### config.mk
export PLATFORM = sky130hd
export DESIGN_NAME = mips_decode_alu_flat
export DESIGN_NICKNAME = d
export VERILOG_FILES = /design/src/rtl/mips_decode_alu_if.sv /design/src/rtl/mips_decode_alu.sv /design/src/flat_wrapper.sv
export SDC_FILE = /design/constraint.sdc
export NUM_CORES = 1
export LEC_CHECK = 0
export BUFFER_PORTS_ARGS = -buffer_cell sky130_fd_sc_hd__buf_2
export CORE_ASPECT_RATIO = 1.5
export CORE_MARGIN = 10
export CORE_UTILIZATION = 43
export DETAILED_ROUTE_END_ITERATION = 10
export PLACE_DENSITY_LB_ADDON = 0.05
export SLEW_MARGIN = 30
export SYNTH_ARGS = -nofsm -noshare
export SYNTH_HDL_FRONTEND = slang
export SYNTH_SLANG_ARGS = --single-unit
### constraint.sdc
create_clock -name clk -period 5.25 [get_ports clk]
set_input_delay 1.3125 -clock clk [delete_from_list [all_inputs] [get_ports clk]]
set_output_delay 1.3125 -clock clk [all_outputs]
set_load 0.01 [all_outputs]
### src/rtl/mips_decode_alu_if.sv
// Signal bundle between the ID/EX register and the decode/execute core.
// The master drives opcode/operands; the slave returns control bits and registered ALU results.
interface mips_decode_alu_if #(
  parameter int W = 32
);
  logic         in_valid;
  logic [5:0]   opcode;
  logic [5:0]   funct;
  logic [W-1:0] a;
  logic [W-1:0] b_reg;
  logic [W-1:0] seimm;
  logic         regdst;
  logic         branch_eq;
  logic         branch_ne;
  logic         memread;
  logic         memwrite;
  logic         memtoreg;
  logic         regwrite;
  logic         alusrc;
  logic         jump;
  logic [1:0]   aluop;
  logic [3:0]   aluctl;
  logic [W-1:0] result_q;
  logic         zero_q;
  logic         ovf_q;
  logic         out_valid;

  modport master (
    output in_valid, opcode, funct, a, b_reg, seimm,
    input  regdst, branch_eq, branch_ne, memread, memwrite, memtoreg, regwrite, alusrc, jump,
    input  aluop, aluctl, result_q, zero_q, ovf_q, out_valid
  );

  modport slave (
    input  in_valid, opcode, funct, a, b_reg, seimm,
    output regdst, branch_eq, branch_ne, memread, memwrite, memtoreg, regwrite, alusrc, jump,
    output aluop, aluctl, result_q, zero_q, ovf_q, out_valid
  );
endinterface

### src/rtl/mips_decode_alu.sv
// MIPS main decoder, ALU-control decoder and 32-bit ALU with a registered result stage.
// Define ALU_OVF_EN to compute signed overflow for add/sub; otherwise ovf_q is tied to 0.
module mips_decode_alu #(
  parameter int W = 32
) (
  input  logic              clk,
  input  logic              rst,
  mips_decode_alu_if.slave  bus
);
  logic [W-1:0] w_opb;
  logic [W-1:0] w_sum;
  logic [W-1:0] w_diff;
  logic [W-1:0] w_alu;
  logic         w_ovf;
  logic [1:0]   w_aluop;
  logic [3:0]   w_aluctl;
  logic         w_alusrc;

  logic [W-1:0] r_result;
  logic         r_zero;
  logic         r_ovf;
  logic         r_valid;

  // Main decoder; unknown opcodes fall out as an all-zero bubble.
  always_comb begin
    bus.regdst    = 1'b0;
    bus.branch_eq = 1'b0;
    bus.branch_ne = 1'b0;
    bus.memread   = 1'b0;
    bus.memwrite  = 1'b0;
    bus.memtoreg  = 1'b0;
    bus.regwrite  = 1'b0;
    w_alusrc      = 1'b0;
    bus.jump      = 1'b0;
    w_aluop       = 2'b00;
    case (bus.opcode)
      6'b000000: begin bus.regdst = 1'b1; bus.regwrite = 1'b1; w_aluop = 2'b10; end
      6'b100011: begin bus.memread = 1'b1; bus.memtoreg = 1'b1; w_alusrc = 1'b1; bus.regwrite = 1'b1; end
      6'b101011: begin bus.memwrite = 1'b1; w_alusrc = 1'b1; end
      6'b000100: begin bus.branch_eq = 1'b1; w_aluop = 2'b01; end
      6'b000101: begin bus.branch_ne = 1'b1; w_aluop = 2'b01; end
      6'b001000: begin w_alusrc = 1'b1; bus.regwrite = 1'b1; end
      6'b000010: bus.jump = 1'b1;
      default:   ;
    endcase
  end

  always_comb begin
    w_aluctl = 4'b0010;
    case (w_aluop)
      2'b01: w_aluctl = 4'b0110;
      2'b10: begin
        case (bus.funct)
          6'b100000: w_aluctl = 4'b0010;
          6'b100010: w_aluctl = 4'b0110;
          6'b100100: w_aluctl = 4'b0000;
          6'b100101: w_aluctl = 4'b0001;
          6'b101010: w_aluctl = 4'b0111;
          6'b100111: w_aluctl = 4'b1100;
          default:   w_aluctl = 4'b1111;
        endcase
      end
      default: w_aluctl = 4'b0010;
    endcase
  end

  assign bus.alusrc = w_alusrc;
  assign bus.aluop  = w_aluop;
  assign bus.aluctl = w_aluctl;

  assign w_opb  = w_alusrc ? bus.seimm : bus.b_reg;
  assign w_sum  = bus.a + w_opb;
  assign w_diff = bus.a - w_opb;

  always_comb begin
    w_alu = '0;
    case (w_aluctl)
      4'b0000: w_alu = bus.a & w_opb;
      4'b0001: w_alu = bus.a | w_opb;
      4'b0010: w_alu = w_sum;
      4'b0110: w_alu = w_diff;
      4'b0111: w_alu = ($signed(bus.a) < $signed(w_opb)) ? {{(W-1){1'b0}}, 1'b1} : '0;
      4'b1100: w_alu = ~(bus.a | w_opb);
      default: w_alu = '0;
    endcase
  end

`ifdef ALU_OVF_EN
  always_comb begin
    w_ovf = 1'b0;
    if (w_aluctl == 4'b0010)
      w_ovf = (bus.a[W-1] == w_opb[W-1]) && (w_sum[W-1] != bus.a[W-1]);
    else if (w_aluctl == 4'b0110)
      w_ovf = (bus.a[W-1] != w_opb[W-1]) && (w_diff[W-1] != bus.a[W-1]);
  end
`else
  assign w_ovf = 1'b0;
`endif

  // Captured every edge regardless of in_valid; out_valid qualifies the result.
  always_ff @(posedge clk or posedge rst) begin
    if (rst) begin
      r_result <= '0;
      r_zero   <= 1'b0;
      r_ovf    <= 1'b0;
      r_valid  <= 1'b0;
    end else begin
      r_result <= w_alu;
      r_zero   <= (w_alu == '0);
      r_ovf    <= w_ovf;
      r_valid  <= bus.in_valid;
    end
  end

  assign bus.result_q  = r_result;
  assign bus.zero_q    = r_zero;
  assign bus.ovf_q     = r_ovf;
  assign bus.out_valid = r_valid;
endmodule

### src/flat_wrapper.sv
// flat-port wrapper written by rule: the top's interface ports become plain ports
module mips_decode_alu_flat 
#(
  parameter int W = 32
)
  (clk, rst, bus_in_valid, bus_opcode, bus_funct, bus_a, bus_b_reg, bus_seimm, bus_regdst, bus_branch_eq, bus_branch_ne, bus_memread, bus_memwrite, bus_memtoreg, bus_regwrite, bus_alusrc, bus_jump, bus_aluop, bus_aluctl, bus_result_q, bus_zero_q, bus_ovf_q, bus_out_valid);
  mips_decode_alu_if #(.W(W)) bus_i ();
  input  logic clk;
  input  logic rst;
  input wire logic [$bits(bus_i.in_valid)-1:0] bus_in_valid;
  input wire logic [$bits(bus_i.opcode)-1:0] bus_opcode;
  input wire logic [$bits(bus_i.funct)-1:0] bus_funct;
  input wire logic [$bits(bus_i.a)-1:0] bus_a;
  input wire logic [$bits(bus_i.b_reg)-1:0] bus_b_reg;
  input wire logic [$bits(bus_i.seimm)-1:0] bus_seimm;
  output wire logic [$bits(bus_i.regdst)-1:0] bus_regdst;
  output wire logic [$bits(bus_i.branch_eq)-1:0] bus_branch_eq;
  output wire logic [$bits(bus_i.branch_ne)-1:0] bus_branch_ne;
  output wire logic [$bits(bus_i.memread)-1:0] bus_memread;
  output wire logic [$bits(bus_i.memwrite)-1:0] bus_memwrite;
  output wire logic [$bits(bus_i.memtoreg)-1:0] bus_memtoreg;
  output wire logic [$bits(bus_i.regwrite)-1:0] bus_regwrite;
  output wire logic [$bits(bus_i.alusrc)-1:0] bus_alusrc;
  output wire logic [$bits(bus_i.jump)-1:0] bus_jump;
  output wire logic [$bits(bus_i.aluop)-1:0] bus_aluop;
  output wire logic [$bits(bus_i.aluctl)-1:0] bus_aluctl;
  output wire logic [$bits(bus_i.result_q)-1:0] bus_result_q;
  output wire logic [$bits(bus_i.zero_q)-1:0] bus_zero_q;
  output wire logic [$bits(bus_i.ovf_q)-1:0] bus_ovf_q;
  output wire logic [$bits(bus_i.out_valid)-1:0] bus_out_valid;
  assign bus_i.in_valid = bus_in_valid;
  assign bus_i.opcode = bus_opcode;
  assign bus_i.funct = bus_funct;
  assign bus_i.a = bus_a;
  assign bus_i.b_reg = bus_b_reg;
  assign bus_i.seimm = bus_seimm;
  assign bus_regdst = bus_i.regdst;
  assign bus_branch_eq = bus_i.branch_eq;
  assign bus_branch_ne = bus_i.branch_ne;
  assign bus_memread = bus_i.memread;
  assign bus_memwrite = bus_i.memwrite;
  assign bus_memtoreg = bus_i.memtoreg;
  assign bus_regwrite = bus_i.regwrite;
  assign bus_alusrc = bus_i.alusrc;
  assign bus_jump = bus_i.jump;
  assign bus_aluop = bus_i.aluop;
  assign bus_aluctl = bus_i.aluctl;
  assign bus_result_q = bus_i.result_q;
  assign bus_zero_q = bus_i.zero_q;
  assign bus_ovf_q = bus_i.ovf_q;
  assign bus_out_valid = bus_i.out_valid;
  mips_decode_alu #(.W(W)) u_core (.clk(clk), .rst(rst), .bus(bus_i));
endmodule
==> qor.json, run 1 <==
{
  "n_antenna_cell": {"value": 0},
  "worst_hold_slack": {"value": 1.14, "unit": "ns"},
  "die_area": {"value": 20800, "unit": "sq um"},
  "timing.fmax": {"value": 177, "unit": "MHz"},
  "drt.antenna.violating_nets": {"value": 0},
  "drv_cap": {"value": 0},
  "viasPerCell": {"value": 5.56},
  "worst-path-max-fanout": {"value": 6},
  "dr_total_vias": {"value": 8581},
  "violations": {"value": "negative setup slack"},
  "synth_nets": {"value": 1159},
  "yosysSeqAreaShare": {"value": 12.9, "unit": "%"},
  "worst_min_delay_path_category": {"value": "in -> reg"},
  "clk_pin_slew": {"value": 0.06, "unit": "ns"},
  "wl": {"value": 29100, "unit": "um"},
  "place.port_buffers": {"value": 159},
  "whs_path_depth": {"value": 1},
  "worstSetupEndpointType": {"value": "register"},
  "timing.critical_path.max_delay_family": {"value": "simple AND/OR/NAND/NOR gates"},
  "dp_hpwl": {"value": 23100, "unit": "um"},
  "yosys.cell_types.count": {"value": 71},
  "drtPass1Iterations": {"value": 5},
  "cts_num_sinks": {"value": 34},
  "rows": {"value": 55},
  "ys_dominant_reg_cell": {"value": "sky130_fd_sc_hd__dfrtp_1"},
  "final.min_clock_period": {"value": 5.65, "unit": "ns"},
  "crit_arrival": {"value": 5.84, "unit": "ns"},
  "setup.worst_path.class": {"value": "in -> reg"},
  "numCtsBuffers": {"value": 5},
  "drive_above_1_share": {"value": 42.3, "unit": "%"},
  "cell_area_synth": {"value": 6590, "unit": "sq um"},
  "cp_num_cells": {"value": 21},
  "ctsLongestPathBuffers": {"value": 2},
  "synth_edf_count": {"value": 0},
  "place_congestion": {"value": 0.996},
  "die_width": {"value": 121, "unit": "um"},
  "p_leak": {"value": 5.31, "unit": "nW"},
  "setup_viol_count_final": {"value": 1},
  "status": {"value": "complete, but fails checks"},
  "slew-limit-headroom": {"value": 57.2, "unit": "%"},
  "tritoncts": {"value": "built"},
  "final-hold-violation-count": {"value": 0},
  "peakVddDrop": {"value": 0.000129, "unit": "V"},
  "rsz0062_at_grt": {"value": "true"},
  "hold-path-endpoint": {"value": "u_core.bus.out_valid$_DFF_PP0_"},
  "yosys_warnings": {"value": 0},
  "fin_util": {"value": 69.8, "unit": "%"},
  "detail_route.wl_per_cell": {"value": 18.9, "unit": "um"},
  "first_global_vias": {"value": 8326},
  "detailedRoute.firstIterationViolations": {"value": 564},
  "global_route_wire_length_before_repair": {"value": 42300, "unit": "um"},
  "finalMaxSlewViolations": {"value": 0},
  "effective_utilization_at_floorplan": {"value": 43.7, "unit": "%"},
  "cp.buffers_inverters": {"value": 4},
  "ys_seq_elements": {"value": 34},
  "proportion_of_register_bits_with_asynchronous_set_or_reset_after_synthesis": {"value": 100, "unit": "%"},
  "synthesis.area_per_instance": {"value": 6.99, "unit": "sq um"},
  "overflow": {"value": 0},
  "io_pins": {"value": 161},
  "finalCritPeriodShare": {"value": 108, "unit": "%"},
  "synthesis.instances": {"value": 943},
  "grt_util_all_layers": {"value": 25.3, "unit": "%"},
  "critical_path_data_required_time": {"value": 5.44, "unit": "ns"},
  "max_slew.worst_pin.slew": {"value": 0.635, "unit": "ns"},
  "critical-path-slowest-cell": {"value": "sky130_fd_sc_hd__or4_4"},
  "timing.critical_path.slowest_cell_delay": {"value": 0.55, "unit": "ns"},
  "power_per_standard_cell_area": {"value": 175, "unit": "nW/um^2"},
  "htree_num_levels": {"value": 2},
  "antenna_violations_before_repair": {"value": 0},
  "floorplan_core_area": {"value": 15100, "unit": "sq um"},
  "final_nets": {"value": 1560},
  "die_y": {"value": 172, "unit": "um"},
  "pin_count_of_the_biggest_net_entering_global_routing": {"value": 35},
  "setup_slack": {"value": -0.399, "unit": "ns"},
  "holdCritStartpoint": {"value": "bus_in_valid"},
  "drc": {"value": 0},
  "area_growth": {"value": 59.7, "unit": "%"},
  "cts-root-buf": {"value": "sky130_fd_sc_hd__clkbuf_16"},
  "cp_cell_sequence": {"value": "buf_8 -> nor3_4 -> nand2_1 -> a211o_4 -> inv_8 -> buf_12 -> nand2_4 -> nand2_4 -> inv_4 -> fa_2 -> nor2b_4 -> o311ai_4 -> nand3_2 -> nand4_1 -> nand3_1 -> or4_1 -> or4_4 -> or4_4 -> nor4_4 -> nand4b_1 -> nor4_2"},
  "critPathLaunchType": {"value": "input port"}
}
layer usage:
layer	track usage (%)	vias up	wire length (um)
li1	-	4119	-
met5	0	-	0
met1	25.7	4043	10200
met4	12.5	0	1230
met2	49.1	336	16200
met3	3.02	83	1570
layout make-up:
type                       count  area [sq um]
clock inverter                 2          10.0
clock buffer                   5           125
inverter                     100           388
multi-input combinational    760          5800
timing repair buffer         443          3100
fill                        1340          4550
tap                          199           249
sequential                    34           851
cells by family after synthesis:
kind of cell | Yosys count | synth area share [%]
XOR/XNOR | 41 | 5.45
multiplexers | 6 | 0.968
adder cells (fa/ha/maj) | 105 | 20.2
AND/OR/NAND/NOR | 329 | 23.3
buffers and inverters | 149 | 8.81
flip-flops | 34 | 12.9
other | 1 | 0.0569
AO/OA/AOI/OAI | 278 | 28.3
timing repair:
item | CTS | global route
setup endpoints to repair | 2 | 6
gates resized for setup | 9 | 126
endpoints found under the hold margin | 0 | 0
buffers inserted | 1 | 31
pin swaps | 2 | 54
hold buffers | 0 | 0
gates cloned | 0 | 3
registers in the layout, indices dropped and copies added (netlist names):
signal                count
u_core.bus.out_valid      1
u_core.bus.result_q      32
u_core.bus.zero_q         1
worst max-delay path by stage:
| stage | startpoint | to | slack, ns |
|---|---|---|---|
| 3_3_place_gp | bus_opcode[3] | u_core.bus.zero_q$_DFF_PP0_ | -0.62 |
| 6_report | bus_opcode[1] | u_core.bus.zero_q$_DFF_PP0_ | -0.40 |
| 4_1_cts | bus_opcode[3] | u_core.bus.zero_q$_DFF_PP0_ | -0.36 |
| 2_1_floorplan | bus_opcode[5] | u_core.bus.zero_q$_DFF_PP0_ | -0.04 |
| 3_5_place_dp | bus_opcode[5] | u_core.bus.zero_q$_DFF_PP0_ | -0.78 |
| 5_1_grt | bus_opcode[1] | u_core.bus.zero_q$_DFF_PP0_ | -0.46 |
cells in the mapped netlist, types with 14 or more instances:
master	number	area [sq um]
sky130_fd_sc_hd__nand2_1	143	537
sky130_fd_sc_hd__ha_1	103	1290
sky130_fd_sc_hd__inv_1	100	375
sky130_fd_sc_hd__a21oi_1	71	355
sky130_fd_sc_hd__nor2_1	69	259
sky130_fd_sc_hd__o21ai_0	48	240
sky130_fd_sc_hd__dfrtp_1	34	851
sky130_fd_sc_hd__xnor2_1	34	298
sky130_fd_sc_hd__clkbuf_1	33	124
sky130_fd_sc_hd__nand3_1	21	105
sky130_fd_sc_hd__nor3_1	21	105
sky130_fd_sc_hd__a22oi_1	16	120
sky130_fd_sc_hd__a221oi_1	15	131
sky130_fd_sc_hd__nand2b_1	15	93.8
sky130_fd_sc_hd__a31oi_1	14	87.6
sky130_fd_sc_hd__o211ai_1	14	105
layout by cell type (no fill, tap or decap), types with 18 or more instances in the layout:
master	netlist	final
sky130_fd_sc_hd__inv_1	100	86
sky130_fd_sc_hd__buf_2	5	157
sky130_fd_sc_hd__dfrtp_1	34	34
sky130_fd_sc_hd__a21oi_1	71	61
sky130_fd_sc_hd__xnor2_1	34	34
sky130_fd_sc_hd__nand3_1	21	20
sky130_fd_sc_hd__ha_4	0	18
sky130_fd_sc_hd__o21ai_0	48	39
sky130_fd_sc_hd__nor2_1	69	65
sky130_fd_sc_hd__ha_1	103	81
sky130_fd_sc_hd__nor3_1	21	19
sky130_fd_sc_hd__buf_4	2	266
sky130_fd_sc_hd__nand2_1	143	128
power breakdown:
group | switching [W] | total [W] | internal (W)
registers | 0.0000140 | 0.000336 | 0.000322
clock network | 0.000126 | 0.000298 | 0.000172
logic | 0.000625 | 0.00121 | 0.000584
total | 0.000765 | 0.00184 | 0.00108
metrics by stage:
step	cell area [sq um]	power [W]	cells	setup WS, ns	TNS, ns
global route	10500	0.00195	1543	-0.461	-0.590
global placement	9430	0.00141	1503	-0.623	-1.18
CTS	9620	0.00173	1511	-0.361	-0.361
detailed placement	9430	0.00141	1503	-0.779	-1.43
floorplan	6700	0.000872	943	-0.0412	-0.0412
finish	10500	0.00184	1543	-0.399	-0.399
No activity file was read; power rests on OpenSTA's default activity.
==> run 2, diff against run 1 <==
==> constraint.sdc (replaced) <==
create_clock -name clk -period 7.1 [get_ports clk]
set_input_delay 1.775 -clock clk [delete_from_list [all_inputs] [get_ports clk]]
set_output_delay 1.775 -clock clk [all_outputs]
set_load 0.01 [all_outputs]
==> run 2 against run 1 <==
Against the previous run:
- the flow now finishes without violations
- global-route usage decreased by 0.58 points
- sequential power shrank 26%
- core utilization is 18 points lower
- first-iteration DRC count down 12%
- clock power down 23%
- combinational power fell by 48%
- non-clock buffer count decreased by 247
- cell area fell by 25%
- sequential share of layout area is 2.7 points higher
- die area is the same
- cell count decreased by 16%
- largest cell class unchanged
==> qor.json, run 2 (same netlist as run 1, synthesis figures left out) <==
{
  "status": {"value": "completed"},
  "timing.fmax": {"value": 152, "unit": "MHz"},
  "first_global_vias": {"value": 7527},
  "instances_no_fill": {"value": 1297},
  "power_per_standard_cell_area": {"value": 141, "unit": "nW/um^2"},
  "viasPerCell": {"value": 5.83},
  "most_common_cell_after_layout_fill_and_taps_aside": {"value": "sky130_fd_sc_hd__buf_2"},
  "pin_count_of_the_biggest_net_entering_global_routing": {"value": 29},
  "commonest_non_fill_non_tap_cells_in_the_layout": {"value": "sky130_fd_sc_hd__buf_2, sky130_fd_sc_hd__nand2_1, sky130_fd_sc_hd__ha_1"},
  "crit_arrival": {"value": 6.77, "unit": "ns"},
  "largest_register_ffs": {"value": 32},
  "io_pins": {"value": 161},
  "die_y": {"value": 172, "unit": "um"},
  "worstSetupEndpointType": {"value": "register"},
  "detailedRoute.firstIterationViolations": {"value": 496},
  "critical_path_data_required_time": {"value": 7.29, "unit": "ns"},
  "dp_hpwl": {"value": 22300, "unit": "um"},
  "htree_num_levels": {"value": 2},
  "detail_route.wl_per_cell": {"value": 20.6, "unit": "um"},
  "critPathLaunchType": {"value": "input port"},
  "dr_total_vias": {"value": 7556},
  "finalMaxSlewViolations": {"value": 0},
  "drv_cap": {"value": 0},
  "place.port_buffers": {"value": 159},
  "global_route_wire_length_before_repair": {"value": 40600, "unit": "um"},
  "ctsLongestPathBuffers": {"value": 2},
  "multiInputGateArea": {"value": 5160, "unit": "sq um"},
  "worst-path-max-fanout": {"value": 18},
  "drc": {"value": 0},
  "tritoncts": {"value": "built"},
  "die_width": {"value": 121, "unit": "um"},
  "clk_pin_slew": {"value": 0.06, "unit": "ns"},
  "setup_viol_count_final": {"value": 0},
  "ctsHoldBuffers": {"value": 0},
  "seqCellArea": {"value": 851, "unit": "sq um"},
  "p_leak": {"value": 4.00, "unit": "nW"},
  "area_growth": {"value": 19.4, "unit": "%"},
  "final_nets": {"value": 1313},
  "cts-root-buf": {"value": "sky130_fd_sc_hd__clkbuf_16"},
  "fill_cells": {"value": 1561},
  "effective_utilization_at_floorplan": {"value": 43.7, "unit": "%"},
  "post_cts_resized": {"value": 0},
  "antenna_violations_before_repair": {"value": 0},
  "wl": {"value": 26800, "unit": "um"},
  "worst_hold_slack": {"value": 1.53, "unit": "ns"},
  "drtPass1Iterations": {"value": 5},
  "fin_setup_tns": {"value": 0, "unit": "ns"},
  "peakVddDrop": {"value": 0.0000765, "unit": "V"},
  "die_area": {"value": 20800, "unit": "sq um"},
  "n_antenna_cell": {"value": 0},
  "fin_util": {"value": 52.2, "unit": "%"},
  "rsz0062_at_grt": {"value": "false"},
  "floorplan_core_area": {"value": 15100, "unit": "sq um"},
  "finalCritPeriodShare": {"value": 92.7, "unit": "%"},
  "post_cts.repair.setup_buffers": {"value": 0},
  "worst_min_delay_path_category": {"value": "in -> async"},
  "dpl.cell_count": {"value": 1289},
  "final-hold-violation-count": {"value": 0},
  "cts_num_sinks": {"value": 34},
  "slew-limit-headroom": {"value": 35.5, "unit": "%"},
  "final.min_clock_period": {"value": 6.58, "unit": "ns"},
  "overflow": {"value": 0},
  "max_slew.worst_pin.slew": {"value": 0.962, "unit": "ns"},
  "place_congestion": {"value": 0.993},
  "setup.worst_path.class": {"value": "in -> reg"},
  "drive_above_1_share": {"value": 19.9, "unit": "%"},
  "numCtsBuffers": {"value": 5},
  "grt_util_all_layers": {"value": 24.7, "unit": "%"},
  "rows": {"value": 55},
  "drt.antenna.violating_nets": {"value": 0}
}
==> run 2: cell count changes in the layout (fill, tap and decap cells not counted), sizes merged <==
| cell | previous run | this run |
|---|---|---|
| buf | 440 | 196 |
| clkbuf | 8 | 7 |
| clkinv | 2 | 1 |
==> run 2: power by group <==
part	internal, W	switching (W)	leakage (nW)
clock network	0.000139	0.0000896	0.0739
registers	0.000238	0.0000106	0.400
logic	0.000245	0.000385	3.52
total	0.000622	0.000485	4.00
==> run 2: cell type report <==
cell class	count	area share [%]
multi-input cells	760	65.6
repair buffers	196	13.8
clock buffers	7	1.81
clock inverters	1	0.0636
well taps	199	3.16
inverters	100	4.77
flip-flops and latches	34	10.8
==> run 2: layer usage <==
layer,wire (um),part of all wire (%),global-route usage (%)
met1,9340,35,24.8
met2,14500,54,47.1
met3,1360,5.1,3.35
met4,1510,5.6,14.3
met5,0,0,0
==> run 2: how the worst max path moves through the flow <==
stage,to,start,depth (start not counted),slack (ns)
finish,u_core.bus.zero_q$_DFF_PP0_,bus_opcode[1],21,0.52
global route,u_core.bus.zero_q$_DFF_PP0_,bus_opcode[1],20,0.22
detailed placement,u_core.bus.zero_q$_DFF_PP0_,bus_opcode[1],21,0.27
CTS,u_core.bus.zero_q$_DFF_PP0_,bus_opcode[1],21,0.56
global placement,u_core.bus.zero_q$_DFF_PP0_,bus_opcode[1],21,0.39
floorplan,u_core.bus.zero_q$_DFF_PP0_,bus_opcode[1],21,0.73
==> run 2: per-stage QoR <==
stage,instance area (sq um),total power [W],setup WS (ns)
2_1_floorplan,6590,0.000636,0.727
3_3_place_gp,7720,0.000877,0.394
3_5_place_dp,7720,0.000875,0.269
4_1_cts,7870,0.00111,0.558
5_1_grt,7870,0.00118,0.224
6_report,7870,0.00111,0.519
==> run 2: critical path: stages <==
cell	delay, ns
sky130_fd_sc_hd__buf_2	0.12
sky130_fd_sc_hd__nor3_1	0.25
sky130_fd_sc_hd__nand2_1	0.08
sky130_fd_sc_hd__a211o_1	0.32
sky130_fd_sc_hd__inv_1	0.14
sky130_fd_sc_hd__buf_12	0.17
sky130_fd_sc_hd__nand2_1	0.06
sky130_fd_sc_hd__nand2_1	0.11
sky130_fd_sc_hd__inv_1	0.10
sky130_fd_sc_hd__fa_1	0.38
sky130_fd_sc_hd__nor2b_1	0.16
sky130_fd_sc_hd__o311ai_1	0.53
sky130_fd_sc_hd__nand3_1	0.21
sky130_fd_sc_hd__nand4_1	0.14
sky130_fd_sc_hd__nand3_1	0.15
sky130_fd_sc_hd__or4_1	0.51
sky130_fd_sc_hd__or4_1	0.41
sky130_fd_sc_hd__or4_1	0.44
sky130_fd_sc_hd__nor4_2	0.28
sky130_fd_sc_hd__nand4b_1	0.16
sky130_fd_sc_hd__nor4_2	0.26
